===== config.mk =====
export PLATFORM = sky130hd
export DESIGN_NAME = costas_phase_detector
export DESIGN_NICKNAME = d
export VERILOG_FILES = /design/src/rtl/costas_pkg.sv /design/src/rtl/costas_int_dump.sv /design/src/rtl/costas_phase_detector.sv
export SDC_FILE = /design/constraint.sdc
export NUM_CORES = 1
export LEC_CHECK = 0
export ABC_AREA = 1
export BUFFER_PORTS_ARGS = -buffer_cell sky130_fd_sc_hd__clkbuf_2
export CORE_ASPECT_RATIO = 1.2
export CORE_UTILIZATION = 44
export CTS_CLUSTER_DIAMETER = 80
export DETAILED_ROUTE_END_ITERATION = 8
export SLEW_MARGIN = 5
export SYNTH_ARGS = -nofsm -noshare
export SYNTH_HDL_FRONTEND = slang
export SYNTH_SLANG_ARGS = --single-unit

===== constraint.sdc =====
create_clock -name clk -period 3.5 [get_ports clk]
set_clock_uncertainty 0.2 [all_clocks]
set_input_delay 0.875 -clock clk [delete_from_list [all_inputs] [get_ports clk]]
set_output_delay 0.875 -clock clk [all_outputs]
set_load 0.05 [all_outputs]

===== src/rtl/costas_pkg.sv =====
// Shared types and constants for the Costas-loop phase detector.
// Lock-state enum, sample sign mapping and parameter defaults.
package costas_pkg;

    typedef enum logic {
        ACQUIRE = 1'b0,
        TRACK   = 1'b1
    } lock_state_e;

    // A '1' bit stands for +1 and a '0' bit for -1.
    localparam logic BIT_POS = 1'b1;
    localparam logic BIT_NEG = 1'b0;

    localparam int INTEG_LEN_DEF  = 16;
    localparam int ACC_W_DEF      = 8;
    localparam int PHASE_W_DEF    = 8;
    localparam int GAIN_SHIFT_DEF = 2;
    localparam int LOCK_CNT_DEF   = 4;

endpackage


===== src/rtl/costas_int_dump.sv =====
// One integrate-and-dump arm: saturating +/-1 accumulate, latch the sum on dump.
// Saturation is symmetric so the dump value can always be negated safely.
module costas_int_dump
    import costas_pkg::*;
#(
    parameter int ACC_W = ACC_W_DEF
) (
    input  logic             clk_i,
    input  logic             rst_i,
    input  logic             valid_i,
    input  logic             term_i,
    input  logic             dump_i,
    output logic [ACC_W-1:0] dump_o
);

    localparam logic signed [ACC_W-1:0] ACC_MAX = {1'b0, {(ACC_W-1){1'b1}}};
    localparam logic signed [ACC_W-1:0] ACC_MIN = -ACC_MAX;
    localparam logic signed [ACC_W-1:0] ACC_ONE = {{(ACC_W-1){1'b0}}, 1'b1};

    logic signed [ACC_W-1:0] acc_q, acc_d;
    logic signed [ACC_W-1:0] dump_q, dump_d;
    logic signed [ACC_W-1:0] sum;

    always_comb begin
        sum    = acc_q;
        acc_d  = acc_q;
        dump_d = dump_q;
        if (term_i == BIT_POS) begin
            if (acc_q != ACC_MAX) sum = acc_q + ACC_ONE;
        end else begin
            if (acc_q != ACC_MIN) sum = acc_q - ACC_ONE;
        end
        if (valid_i) begin
            if (dump_i) begin
                dump_d = sum;
                acc_d  = '0;
            end else begin
                acc_d  = sum;
            end
        end
    end

    always_ff @(posedge clk_i or posedge rst_i) begin
        if (rst_i) begin
            acc_q  <= '0;
            dump_q <= '0;
        end else begin
            acc_q  <= acc_d;
            dump_q <= dump_d;
        end
    end

    assign dump_o = dump_q;

endmodule


===== src/rtl/costas_phase_detector.sv =====
// Costas-loop phase detector: I/Q integrate-and-dump, sign discriminator, phase loop filter.
// Optional ACQUIRE/TRACK lock detector is built when COSTAS_LOCK_DET_EN is defined.
module costas_phase_detector
    import costas_pkg::*;
#(
    parameter int INTEG_LEN  = INTEG_LEN_DEF,
    parameter int ACC_W      = ACC_W_DEF,
    parameter int PHASE_W    = PHASE_W_DEF,
    parameter int GAIN_SHIFT = GAIN_SHIFT_DEF,
    parameter int LOCK_CNT   = LOCK_CNT_DEF
) (
    input  logic       clk,
    input  logic       rst,
    input  logic       sample_in,
    input  logic       sample_valid,
    input  logic       sine,
    input  logic       cosine,
    output logic [1:0] phase_error,
    output logic       err_valid,
    output logic       locked
);

    localparam int EXT_W = (ACC_W > PHASE_W) ? ACC_W : PHASE_W;

    logic [7:0] count_q, count_d;
    logic       dump_w;
    logic       i_term, q_term;
    logic signed [ACC_W-1:0]   i_dump, q_dump;
    logic signed [ACC_W-1:0]   d_q, d_d, d_sh;
    logic signed [EXT_W-1:0]   step_ext;
    logic        [PHASE_W-1:0] loop_q, loop_d;
    logic       p1_q, p2_q;
    logic [1:0] phase_error_q;
    logic       err_valid_q;

    assign i_term = ~(sample_in ^ cosine);
    assign q_term = ~(sample_in ^ sine);
    assign dump_w = sample_valid && (count_q == 8'(INTEG_LEN - 1));

    always_comb begin
        count_d = count_q;
        if (sample_valid) count_d = dump_w ? 8'd0 : count_q + 8'd1;
    end

    costas_int_dump #(.ACC_W(ACC_W)) u_i_arm (
        .clk_i  (clk),
        .rst_i  (rst),
        .valid_i(sample_valid),
        .term_i (i_term),
        .dump_i (dump_w),
        .dump_o (i_dump)
    );

    costas_int_dump #(.ACC_W(ACC_W)) u_q_arm (
        .clk_i  (clk),
        .rst_i  (rst),
        .valid_i(sample_valid),
        .term_i (q_term),
        .dump_i (dump_w),
        .dump_o (q_dump)
    );

    // Sign of I resolves the BPSK ambiguity: Q is flipped when I is negative.
    assign d_d      = i_dump[ACC_W-1] ? -q_dump : q_dump;
    assign d_sh     = d_q >>> GAIN_SHIFT;
    assign step_ext = EXT_W'(d_sh);
    assign loop_d   = loop_q + step_ext[PHASE_W-1:0];

    always_ff @(posedge clk or posedge rst) begin
        if (rst) begin
            count_q       <= '0;
            p1_q          <= 1'b0;
            p2_q          <= 1'b0;
            d_q           <= '0;
            loop_q        <= '0;
            phase_error_q <= 2'b00;
            err_valid_q   <= 1'b0;
        end else begin
            count_q     <= count_d;
            p1_q        <= dump_w;
            p2_q        <= p1_q;
            err_valid_q <= p2_q;
            if (p1_q) d_q <= d_d;
            if (p2_q) begin
                loop_q        <= loop_d;
                phase_error_q <= loop_d[PHASE_W-1:PHASE_W-2];
            end
        end
    end

    assign phase_error = phase_error_q;
    assign err_valid   = err_valid_q;

`ifdef COSTAS_LOCK_DET_EN
    // state   | meaning
    // ACQUIRE | searching; LOCK_CNT consecutive good dumps move to TRACK
    // TRACK   | locked; LOCK_CNT consecutive bad dumps return to ACQUIRE
    lock_state_e state_q, state_d;
    logic [7:0]  run_q, run_d;
    logic [ACC_W-1:0] i_abs, q_abs;
    logic        good_q;

    assign i_abs = i_dump[ACC_W-1] ? -i_dump : i_dump;
    assign q_abs = q_dump[ACC_W-1] ? -q_dump : q_dump;

    always_comb begin
        state_d = state_q;
        run_d   = run_q;
        if (p2_q) begin
            if (good_q == (state_q == ACQUIRE)) begin
                if (run_q == 8'(LOCK_CNT - 1)) begin
                    state_d = (state_q == ACQUIRE) ? TRACK : ACQUIRE;
                    run_d   = '0;
                end else begin
                    run_d   = run_q + 8'd1;
                end
            end else begin
                run_d = '0;
            end
        end
    end

    always_ff @(posedge clk or posedge rst) begin
        if (rst) begin
            state_q <= ACQUIRE;
            run_q   <= '0;
            good_q  <= 1'b0;
        end else begin
            state_q <= state_d;
            run_q   <= run_d;
            if (p1_q) good_q <= (i_abs > q_abs);
        end
    end

    assign locked = (state_q == TRACK);
`else
    assign locked = 1'b0;
`endif

endmodule

* Yosys cells after proc, flatten, opt, wreduce, memory -nomap -nowiden *
Index checks and enable logic that the tools add are counted.

storage, ports and cells
  register bits = 61
  input bits = 6
  output and inout port bits = 4
  logic and storage cells = 37

cells by class
  add/subtract/negate cells = 7
  eq/ne operators = 5
  muxes and demuxes = 10
  bitwise gates (word level) = 2
  reduce and logical (&&, ||, !) cells = 2

operators with widths
  operator             count
  $mux 8               10
  $ne 8x8->1 const B   4
  $add 8x2->8 const B  2
  $sub 8x2->8 const B  2
  $add 8x1->8 const B  1
  $add 8x8->8          1
  $eq 8x4->1 const B   1
  $neg 8->8            1
  $reduce_and 2->1     1
  $xor 1x1->1          2
  $logic_and 1x1->1    1

* Logic depth before layout (Yosys ltp) *
  depth in word-level cells = 4
  depth in mapped cells = 11
  gate-level depth less buffers = 11

* Modules after synthesis *
A second synthesis with hierarchy kept.

second synthesis, totals
  cell total of the unflattened synthesis = 527
  area, all modules = 3668.5 µm²

modules (own cells, without submodules)
  module                 times used  cells an instance  area each (µm²)  seq. area each (µm²)
  costas_int_dump        2           167                1087.3           400.4
  costas_phase_detector  1           193                1493.9           625.6

* Worst setup path after synthesis *
OpenSTA, ideal clock, no wires.

  kind = input to register
  from = input sine
  to = register u_q_arm.acc_q[4]
  library setup time = 118 ps
  data arrival time = 1629 ps
  data required time = 3182 ps
  setup slack = 1553 ps
  cell stages on the path = 8
  buffers on the path = 0
  path through = xnor2_2 > inv_2 > nand2_4 > inv_4 > nand2_2 > nand2_2 > nand2_1 > o21ai_2

on the way
  longest elaborated chain between the ends = 3

ends and longest elaborated chain
  what                  line                         source
  start, declared       costas_phase_detector.sv:16  input logic sine,
  $xor 1x1->1           costas_phase_detector.sv:37  assign q_term = ~(sample_in ^ sine);
  $mux 8                costas_int_dump.sv:28        if (term_i == BIT_POS) begin
  $mux 8                costas_int_dump.sv:34        if (dump_i) begin
  end signal, assigned  costas_int_dump.sv:45        acc_q <= '0;
  end signal, assigned  costas_int_dump.sv:48        acc_q <= acc_d;
  end, declared         costas_int_dump.sv:20        logic signed [ACC_W-1:0] acc_q, acc_d;

No other way between the ends.
A chain may end at the register's enable or synchronous reset.

==> results.md <==
* Status: completed
* Grt ovf at 0
* Max Buffers Root-to-Sink at 2
* Placer Congestion at 0.914
* Hold WS at 0.283 ns
* Max Cap Viol at 0
* Final Cycle Share at 0.590
* Antenna Cells at 0
* Port Buffers at 8
* Number of core rows at 34
* RSZ-0062 raised after global routing: no
* Nets@finish at 499
* Final Hold Viols at 0
* Unique masters post-synth at 39
* Startpoint Class: flop
* Fin. max-slew vios at 0
* Critical path data arrival time at around 0.99 ns
* Met3 usage at 0.0343
* Most used DFF post-synth: dfrtp_1
* Total clock buffers created by CTS at 5
* Mapped cell area at 0.00343 mm2
* Crit path cell chain: clkbuf_2
* Share of post-route cells with drive strength above 1 at 0.123
* Top-count cell post-synth: nand2_1
* CTS root buffer: clkbuf_8
* IR drop worst, VDD at between 0.0004 and 0.0005 V
* Synth async-reset ratio at 1.00
* Critical Path Start: loop_q[7]$_DFFE_PP0P_
* Most Crowded Layer GR: met2
* Remaining DRCs at 0
* Die Y at 98.8 um
* Setup repair bufs after CTS at 0
* Area after DPL at between 0.003 and 0.004 mm2
* First-pass GRT wire length at ~12000 um
* Drt pass-1 iters at 5
* CP Max Fanout at 3
* Finished layout cell area at 0.00360 mm2
* Hold_buf cts at 0
* Total wire length at 7020 um
* CTS tree: built
* CP required at around 2.4 ns
* Synth Instances at 476
* Post-route ant nets at 0
* Worst flop-to-flop path startpoint: count_q[0]$_DFFE_PP0P_
* Initial antenna violation count at 0
* Sequential share of the synthesized area at 0.364
* Crit path buf inv count at 1
* Post-synth top area cell: dfrtp_1
* Via count at 2895
* GR Layer Usage met2 at 0.336
* DP HPWL at 5390 um
* TritonCTS sink count at 50
* Slowest stage delay, CP at 0.40 ns
* Synth cell count leaders: nand2_1, nand3_1, dfrtp_1
* Vias in the first global route at 2773
* Setup violations, final at 0
* Kind of critical path: flop to primary output
* Highest clock rate at roughly 0.48 GHz
* Min Tclk post-route at approximately 2.1 ns
* Yosys warning count at 0
* Worst-skew pair later-pin latency at about 0.30 ns
* Total power at 2.82 mW
* Largest net degree at the start of global routing at 29
* Largest cells by area after synthesis: dfrtp_1, nand2_1, nand3_1
* Synthesis-stage register bit count at 50
* Layout area overhead at 4.88%
* Post-CTS Resized at 0
* Hold Crit Class: flop to flop
* Post-synth top area share at 0.364
* Per-cell routed wire length at 12.3 um
* Grt met1 use at 0.239
* Clk slew on worst S/H paths at ~0.09 ns
* Pwr dens at 782 mW/mm2
* Initial Util at 0.464
* Layout fillers at roughly 760
* Worst path top cell family by delay: flip-flops
* Syn Nets at between 400 and 500
* Post-DR vias/cell at 5.09
* Crit. End Element: primary output
* H-tree levels at 2
* Total core area at 0.00740 mm2
* Average size of a mapped cell at 7.21 um2
* Critical-path top delay cell: dfrtp_1
* Startpoint of the worst hold path: count_q[7]$_DFFE_PP0P_
* Full die area at 0.00816 mm2
* Sum Neg Setup Slack at 0 ns
* All-layer global routing usage at 0.193
* Number of flops mapped to enable cells by yosys at 0
* 1st-iter DRT viols at roughly 170
* Die X at roughly 83 um
* # IOs at 10
* Leakage power at 1.96 nW
==> power breakdown <==
part / total, mW / internal (mW) / switching (mW)
combinational: 1.32 / 0.509 / 0.811
sequential: 1.09 / 0.800 / 0.292
clock: 0.404 / 0.213 / 0.191
total: 2.82 / 1.52 / 1.29
==> logic make-up (layout without fill, tap and decap cells) <==
group / count (synthesis) / in the layout / share of synthesized area
and+or+nand+nor: 282 / 282 / 0.365
buffers and inverters: 71 / 74 / 0.0948
DFF: 50 / 50 / 0.364
AOI/OAI and AO/OA: 40 / 40 / 0.0700
xor gates and xnor gates: 17 / 17 / 0.0477
adders and majority gates: 15 / 15 / 0.0569
other: 1 / 1 / 0.00109
==> cells in the final DEF, fill, tap and decap left out, types with 8 or more instances in the layout <==
master	count
nor2_1	27
ha_1	14
o21ai_0	17
nand2_2	11
a21oi_1	9
dfrtp_1	50
nand4_1	8
clkbuf_2	8
nand3_1	57
nand2_1	163
inv_1	45
xor2_1	10
inv_2	9
==> path summary, 6_finish.rpt <==
path	end	slack, ns	cells after the start
max	phase_error[1]	1.44	1
min	count_q[7]$_DFFE_PP0P_	0.28	1
max in group asynchronous	u_i_arm.acc_q[5]$_DFFE_PP0P_	2.41	3
max reg2reg	u_q_arm.acc_q[1]$_DFFE_PP0P_	1.66	8
min reg2reg	count_q[7]$_DFFE_PP0P_	0.28	1
min in group asynchronous	loop_q[3]$_DFFE_PP0P_	0.39	3
==> metrics by stage <==
step	util	setup slack [ns]	std cells
finish	0.486	1.44	569
CTS	0.486	1.41	569
detailed placement	0.472	1.21	561
global placement	0.472	1.27	561
global route	0.486	1.36	569
floorplan	-	1.22	476
==> sequential cells by signal (all words and copies together), names as in the netlist <==
register        count
u_i_arm.dump_o      1
u_i_arm.acc_q       8
err_valid           1
count_q             8
u_q_arm.dump_o      8
d_q                 6
p2_q                1
u_q_arm.acc_q       8
loop_q              8
p1_q                1
==> metal layers <==
layer	part of all wire	vias to the layer above	wire length (um)
met5	0	-	0
met4	0.016	0	112
met3	0.029	10	205
met2	0.51	55	3570
met1	0.45	1321	3130
li1	-	1509	-
==> area by class of cell <==
type	count	area, um2	share of cell area
multi-input combinational	355	1860	0.516
clock buffer	6	72.6	0.0202
tap	90	113	0.0313
inverter	56	215	0.0598
clock inverter	2	37.5	0.0104
timing repair buffer	10	55.1	0.0153
sequential	50	1250	0.347
Power figures use the tool's default switching activity.
